### src/rtl/keypad_pkg.sv
// Shared types and defaults for the keypad scanner and its entry buffer.
package keypad_pkg;

  typedef enum logic [2:0] {
    S_IDLE,
    S_SCAN,
    S_DEBOUNCE,
    S_HELD,
    S_RELEASE
  } scan_state_e;

  localparam int ENT_CODE_DEF  = 15;
  localparam int CLR_CODE_DEF  = 14;
  localparam int BKSP_CODE_DEF = 13;

  // Index width that stays >= 1 even for a single-entry range.
  function automatic int idx_w(input int n);
    return (n > 1) ? $clog2(n) : 1;
  endfunction

  function automatic int key_w(input int rows, input int cols);
    return idx_w(rows * cols);
  endfunction

endpackage

### src/rtl/keypad_entry_buffer.sv
// N-digit entry buffer with clear/enter commands and valid/ack handshake.
// Backspace handling is compiled in with KEYPAD_BACKSPACE_EN.
module keypad_entry_buffer
  import keypad_pkg::*;
#(
  parameter int N_DIGITS  = 4,
  parameter int KW        = 4,
  parameter int CW        = 3,
  parameter int ENT_CODE  = ENT_CODE_DEF,
  parameter int CLR_CODE  = CLR_CODE_DEF,
  parameter int BKSP_CODE = BKSP_CODE_DEF
) (
  input  logic                   clk,
  input  logic                   rst,
  input  logic                   key_valid,
  input  logic [KW-1:0]          key_code,
  input  logic                   entry_ack,
  output logic [N_DIGITS*KW-1:0] digits,
  output logic [CW-1:0]          count,
  output logic                   entry_valid
);

`ifdef KEYPAD_BACKSPACE_EN
  localparam bit BKSP_EN = 1'b1;
`else
  localparam bit BKSP_EN = 1'b0;
`endif

  localparam logic [KW-1:0] ENT_K  = KW'(ENT_CODE);
  localparam logic [KW-1:0] CLR_K  = KW'(CLR_CODE);
  localparam logic [KW-1:0] BKSP_K = KW'(BKSP_CODE);

  logic [N_DIGITS-1:0][KW-1:0] digits_q;
  logic [CW-1:0]               count_q;
  logic                        ev_q;

  // Ack takes priority over a coincident key; a frozen entry drops keys.
  always_ff @(posedge clk or posedge rst) begin
    if (rst) begin
      digits_q <= '0;
      count_q  <= '0;
      ev_q     <= 1'b0;
    end else if (entry_ack && ev_q) begin
      digits_q <= '0;
      count_q  <= '0;
      ev_q     <= 1'b0;
    end else if (key_valid && !ev_q) begin
      if (key_code == CLR_K) begin
        digits_q <= '0;
        count_q  <= '0;
      end else if (key_code == ENT_K) begin
        ev_q <= 1'b1;
      end else if (BKSP_EN && key_code == BKSP_K) begin
        if (count_q != '0) begin
          for (int i = 0; i < N_DIGITS; i++)
            if (count_q == CW'(i + 1)) digits_q[i] <= '0;
          count_q <= count_q - 1'b1;
        end
      end else if (count_q < CW'(N_DIGITS)) begin
        for (int i = 0; i < N_DIGITS; i++)
          if (count_q == CW'(i)) digits_q[i] <= key_code;
        count_q <= count_q + 1'b1;
      end
    end
  end

  assign digits      = digits_q;
  assign count       = count_q;
  assign entry_valid = ev_q;

endmodule

### src/rtl/keypad_entry_scanner.sv
// Matrix keypad scanner: tick generator, column-scan/debounce FSM, and entry buffer.
// Optional backspace command key enabled by KEYPAD_BACKSPACE_EN.
module keypad_entry_scanner
  import keypad_pkg::*;
#(
  parameter int ROWS      = 4,
  parameter int COLS      = 4,
  parameter int N_DIGITS  = 4,
  parameter int CLK_DIV   = 250000,
  parameter int DEB_TICKS = 4,
  parameter int ENT_CODE  = ENT_CODE_DEF,
  parameter int CLR_CODE  = CLR_CODE_DEF,
  parameter int BKSP_CODE = BKSP_CODE_DEF,
  localparam int KW = key_w(ROWS, COLS),
  localparam int CW = $clog2(N_DIGITS + 1)
) (
  input  logic                   clk,
  input  logic                   rst,
  input  logic [ROWS-1:0]        row,
  output logic [COLS-1:0]        col,
  output logic                   key_valid,
  output logic [KW-1:0]          key_code,
  output logic [N_DIGITS*KW-1:0] digits,
  output logic [CW-1:0]          count,
  output logic                   entry_valid,
  input  logic                   entry_ack
);

  localparam int RW  = idx_w(ROWS);
  localparam int CIW = idx_w(COLS);
  localparam int TW  = idx_w(CLK_DIV);
  localparam int DW  = $clog2(DEB_TICKS + 1);

  logic [ROWS-1:0] row_m_q, row_s_q;
  logic [TW-1:0]   tcnt_q;
  logic            tick;
  scan_state_e     state_q;
  logic [COLS-1:0] col_q;
  logic [CIW-1:0]  col_idx_q;
  logic [RW-1:0]   row_idx_q, low_row;
  logic [DW-1:0]   deb_q;
  logic            kv_q;
  logic [KW-1:0]   kc_q;
  logic            any_low;

  function automatic logic [COLS-1:0] col_sel(input logic [CIW-1:0] i);
    return ~(COLS'(1) << i);
  endfunction

  always_ff @(posedge clk or posedge rst) begin
    if (rst) begin
      row_m_q <= '1;
      row_s_q <= '1;
    end else begin
      row_m_q <= row;
      row_s_q <= row_m_q;
    end
  end

  assign tick = (tcnt_q == TW'(CLK_DIV - 1));

  always_ff @(posedge clk or posedge rst) begin
    if (rst)       tcnt_q <= '0;
    else if (tick) tcnt_q <= '0;
    else           tcnt_q <= tcnt_q + 1'b1;
  end

  assign any_low = ~&row_s_q;

  // Lowest-index low row wins when several rows read low.
  always_comb begin
    low_row = '0;
    for (int i = ROWS - 1; i >= 0; i--)
      if (!row_s_q[i]) low_row = RW'(i);
  end

  always_ff @(posedge clk or posedge rst) begin
    if (rst) begin
      state_q   <= S_IDLE;
      col_q     <= '0;
      col_idx_q <= '0;
      row_idx_q <= '0;
      deb_q     <= '0;
      kv_q      <= 1'b0;
      kc_q      <= '0;
    end else begin
      kv_q <= 1'b0;
      if (tick) begin
        case (state_q)
          S_IDLE: begin
            col_q <= '0;
            if (any_low) begin
              state_q   <= S_SCAN;
              col_idx_q <= '0;
              col_q     <= col_sel('0);
            end
          end
          S_SCAN: begin
            if (any_low) begin
              state_q   <= S_DEBOUNCE;
              row_idx_q <= low_row;
              deb_q     <= DW'(1);
            end else if (col_idx_q == CIW'(COLS - 1)) begin
              state_q <= S_IDLE;
              col_q   <= '0;
            end else begin
              col_idx_q <= col_idx_q + 1'b1;
              col_q     <= col_sel(col_idx_q + 1'b1);
            end
          end
          S_DEBOUNCE: begin
            if (!row_s_q[row_idx_q]) begin
              deb_q <= deb_q + 1'b1;
              if (int'(deb_q) + 1 >= DEB_TICKS) begin
                state_q <= S_HELD;
                kv_q    <= 1'b1;
                kc_q    <= KW'(int'(row_idx_q) * COLS + int'(col_idx_q));
              end
            end else begin
              state_q <= S_IDLE;
              col_q   <= '0;
            end
          end
          S_HELD: begin
            if (!any_low) begin
              state_q <= S_RELEASE;
              deb_q   <= DW'(1);
            end
          end
          S_RELEASE: begin
            if (any_low) begin
              state_q <= S_HELD;
            end else begin
              deb_q <= deb_q + 1'b1;
              if (int'(deb_q) + 1 >= DEB_TICKS) begin
                state_q <= S_IDLE;
                col_q   <= '0;
              end
            end
          end
          default: begin
            state_q <= S_IDLE;
            col_q   <= '0;
          end
        endcase
      end
    end
  end

  assign col       = col_q;
  assign key_valid = kv_q;
  assign key_code  = kc_q;

  keypad_entry_buffer #(
    .N_DIGITS (N_DIGITS),
    .KW       (KW),
    .CW       (CW),
    .ENT_CODE (ENT_CODE),
    .CLR_CODE (CLR_CODE),
    .BKSP_CODE(BKSP_CODE)
  ) u_buf (
    .clk        (clk),
    .rst        (rst),
    .key_valid  (kv_q),
    .key_code   (kc_q),
    .entry_ack  (entry_ack),
    .digits     (digits),
    .count      (count),
    .entry_valid(entry_valid)
  );

endmodule

### config.mk
export PLATFORM = sky130hd
export DESIGN_NAME = keypad_entry_scanner
export DESIGN_NICKNAME = d
export VERILOG_FILES = /design/src/rtl/keypad_pkg.sv /design/src/rtl/keypad_entry_buffer.sv /design/src/rtl/keypad_entry_scanner.sv
export SDC_FILE = /design/constraint.sdc
export NUM_CORES = 1
export LEC_CHECK = 0
export ABC_AREA = 1
export BUFFER_PORTS_ARGS = -buffer_cell sky130_fd_sc_hd__buf_4
export CAP_MARGIN = 40
export CELL_PAD_IN_SITES_DETAIL_PLACEMENT = 1
export CELL_PAD_IN_SITES_GLOBAL_PLACEMENT = 2
export CORE_MARGIN = 3
export CORE_UTILIZATION = 37
export CTS_BUF_LIST = sky130_fd_sc_hd__clkbuf_4 sky130_fd_sc_hd__clkbuf_8
export DETAILED_ROUTE_END_ITERATION = 12
export HOLD_SLACK_MARGIN = 0.08
export PLACE_DENSITY_LB_ADDON = 0.1
export SLEW_MARGIN = 20
export SYNTH_ARGS = -nofsm -noshare
export SYNTH_HDL_FRONTEND = slang
export SYNTH_SLANG_ARGS = --single-unit
### constraint.sdc
create_clock -name clk -period 2.2 [get_ports clk]
set_input_delay 0.44 -clock clk [delete_from_list [all_inputs] [get_ports clk]]
set_output_delay 0.44 -clock clk [all_outputs]
set_load 0.02 [all_outputs]
==> flow_summary.yaml <==
power_and_ir_drop:
  p_int_mw: 1.90
  p_per_area_mw_per_mm2: 628
  p_sw_frac: 0.233
  clockPowerShare: 0.465
  vdd_drop_max_mv: 0.305
  p_switching_mw: 0.577
  comb_power_share: 0.040
  p_seq_frac: 0.495
  p_leak_nw: 2.16
logic_synthesis:
  syn-num-nets: 410
  synth_top_area_cell: "dfrtp_1"
  yosys_warnings: 0
  synth_area_mm2: 0.00329
  syn_inst: 393
  synth_area_leaders: "dfrtp_1 43%, nand2_1 13%, dfstp_2 6.4%"
  ys_ff_latch: 65
  synth_edf_count: 0
  synthDominantCellAreaShare: 0.433
  synth_cell_types: 30
  synthFlopType: "dfrtp_1"
  syn_avg_cell_area_um2: 8.38
  synth.yosys.seq_area_share: 0.497
  async_reset_ff_frac: 1.00
detailed_routing:
  via_per_inst: 4.86
  drc: 0
  drtIter0Drc: 64
  wl_per_cell_um: 14.2
  ant_nets: 0
  vias: 2682
  drt_first_pass_iters: 4
  routed_wl_mm: 7.85
cells_and_area:
  multiInputGateArea_mm2: 0.00144
  final_cells: 552
  final_nets: 459
  utilization: 0.469
  num_antenna_cells: 0
  nFillCells: 1034
  seqCellArea_mm2: 0.00164
  synthToLayoutAreaGrowth_pct: 19.8
  layout-drive-gt1-share: 0.213
clock_network:
  cts_tree: "yes"
  post-cts-setup-buffers: 0
  cts_buffer_depth: 2
  root_buffer: "clkbuf_8"
  cts_resized: 0
  clkSlewWorstSetupHoldPaths_ns: 0.08
  clock_sinks: 65
  cts_buffers: 9
  cts-htree-levels: 3
  hold_buffers: 0
  clk_latency_ns: 0.34
setup_path:
  end_kind: "flop"
  critPathKind: "reg -> reg"
  cp_max_fo: 6
  reg2reg_to: "col[2]$_DFFE_PP0P_"
  r2r_slack_ns: 0.54
  arrival_ns: 1.90
  reg2reg_depth: 9
  worstSetupStartpointType: "flop"
  worst-endpoint-required_ns: 2.43
  r2r-start: "row_s_q[2]$_DFF_PP1_"
timing:
  drv_slew: 0
  rsz0062_at_grt: "false"
  tns_ns: 0
  period_needed_ns: 1.66
  hold_viol_final: 0
  timing.fmax_ghz: 0.601
  finalCritPeriodShare: 0.756
  slew_headroom: 0.669
  tightest_slew_ns: 0.496
  finalSetupViolCount: 0
  skew_ns: 0.00807
die:
  start_util: 0.391
  fp.dieArea_mm2: 0.0101
  num_rows: 33
  die_width_um: 100
  die_h_um: 100
  io_pins: 36
  coreArea_mm2: 0.00842
grt:
  grt_max_degree: 29
  grt_pass1_vias: 2817
  grt_pass1_wl_mm: 13.6
  grt_antenna_before_repair: 0
  grt_util_all_layers: 0.171
  overflow: 0
place:
  globalplace.congestion: 0.772
  io_buffers: 35
  dp.cells: 536
  dpl.hpwl_mm: 5.92
hold_path:
  hold_path_class: "in -> async"
run:
  cap_violations: 0
run_status:
  status: "complete, no violations"
metrics by stage:
step | setup slack, ns | hold slack [ns] | power (mW) | cell area [µm²]
6_report | 0.536 | 0.119 | 2.48 | 3950
5_1_grt | 0.353 | 0.146 | 2.59 | 3950
3_3_place_gp | 0.525 | 0.347 | 1.35 | 3720
2_1_floorplan | 0.147 | 0.345 | 1.31 | 3290
3_5_place_dp | 0.489 | 0.348 | 1.35 | 3720
4_1_cts | 0.527 | 0.127 | 2.52 | 3950
sequential cells by signal (all words and copies together), names as in the netlist:
register / cells
row_idx_q: 2
u_buf.digits: 16
col: 4
key_valid: 1
col_idx_q: 2
u_buf.entry_valid: 1
tcnt_q: 18
u_buf.count: 3
state_q: 3
deb_q: 3
row_s_q: 4
key_code: 4
row_m_q: 4
synth_stat cells (5+ instances only):
master and count:
o21ai_0 32, nor2_1 24, o21ai_1 5, a21oi_1 10, nand3_1 20, dfstp_2 8
nand3_2 5, inv_1 49, dfrtp_1 57, nand2_4 5, nor3_1 5, nand4_1 7
ha_1 10, xor2_1 6, nor2_2 5, nand2_1 118, inv_2 7
routing by layer:
layer / track usage / up-vias / routed length [µm]
met5: 0 / - / 0
met4: 0.0497 / 0 / 81
met3: 0.0438 / 8 / 270
met2: 0.264 / 34 / 3610
met1: 0.238 / 1296 / 3890
li1: - / 1344 / -
power groups by stage:
stage	registers, mW	logic (mW)	clock network [mW]
4_1_cts	1.23	0.105	1.19
3_3_place_gp	1.25	0.101	0
5_1_grt	1.23	0.118	1.25
2_1_floorplan	1.25	0.0510	0
6_report	1.23	0.100	1.15
3_5_place_dp	1.25	0.104	0
kinds of logic after synthesis:
kind of cell               share of synthesized area
adders and majority gates                     0.0380
AOI/OAI and AO/OA                             0.0847
and+or+nand+nor                                0.298
DFF                                            0.497
xor gates and xnor gates                      0.0160
buffers and inverters                         0.0665
layout by cell type (no fill, tap or decap), drive strengths merged, types with 10 or more instances in the layout:
cell type / n
dfrtp: 57
inv: 56
nand3: 25
buf: 38
ha: 10
nand2: 125
a21oi: 10
clkbuf: 10
o21ai: 37
nor2: 32
worst max-delay path by stage:
stage,start,endpoint,depth (start not counted)
CTS,tcnt_q[10]$_DFF_PP0_,row_idx_q[0]$_DFFE_PP0P_,8
floorplan,rst,col[0]$_DFFE_PP0P_,1
detailed placement,entry_ack,u_buf.digits[1]$_DFFE_PP0P_,10
global route,row_s_q[2]$_DFF_PP1_,deb_q[0]$_DFFE_PP0P_,9
finish,row_s_q[2]$_DFF_PP1_,col[2]$_DFFE_PP0P_,9
global placement,entry_ack,u_buf.digits[1]$_DFFE_PP0P_,9
final cells by class:
cell class                 instances  area share
clock buffer                      10      0.0333
clock inverter                     6      0.0235
inverter                          57      0.0555
multi-input combinational        271       0.365
sequential                        65       0.415
tap                              105      0.0333
timing repair buffer              38      0.0754
critical path, stage by stage (launching register included):
cell     delay (ns)
dfstp_2        0.55
nand2_1        0.10
inv_1          0.07
nand2_1        0.11
nand2_1        0.13
nand2_1        0.07
nor2_2         0.23
nand3_1        0.15
nand2_1        0.09
nand2_1        0.06
(Power assumes the default switching activity.)
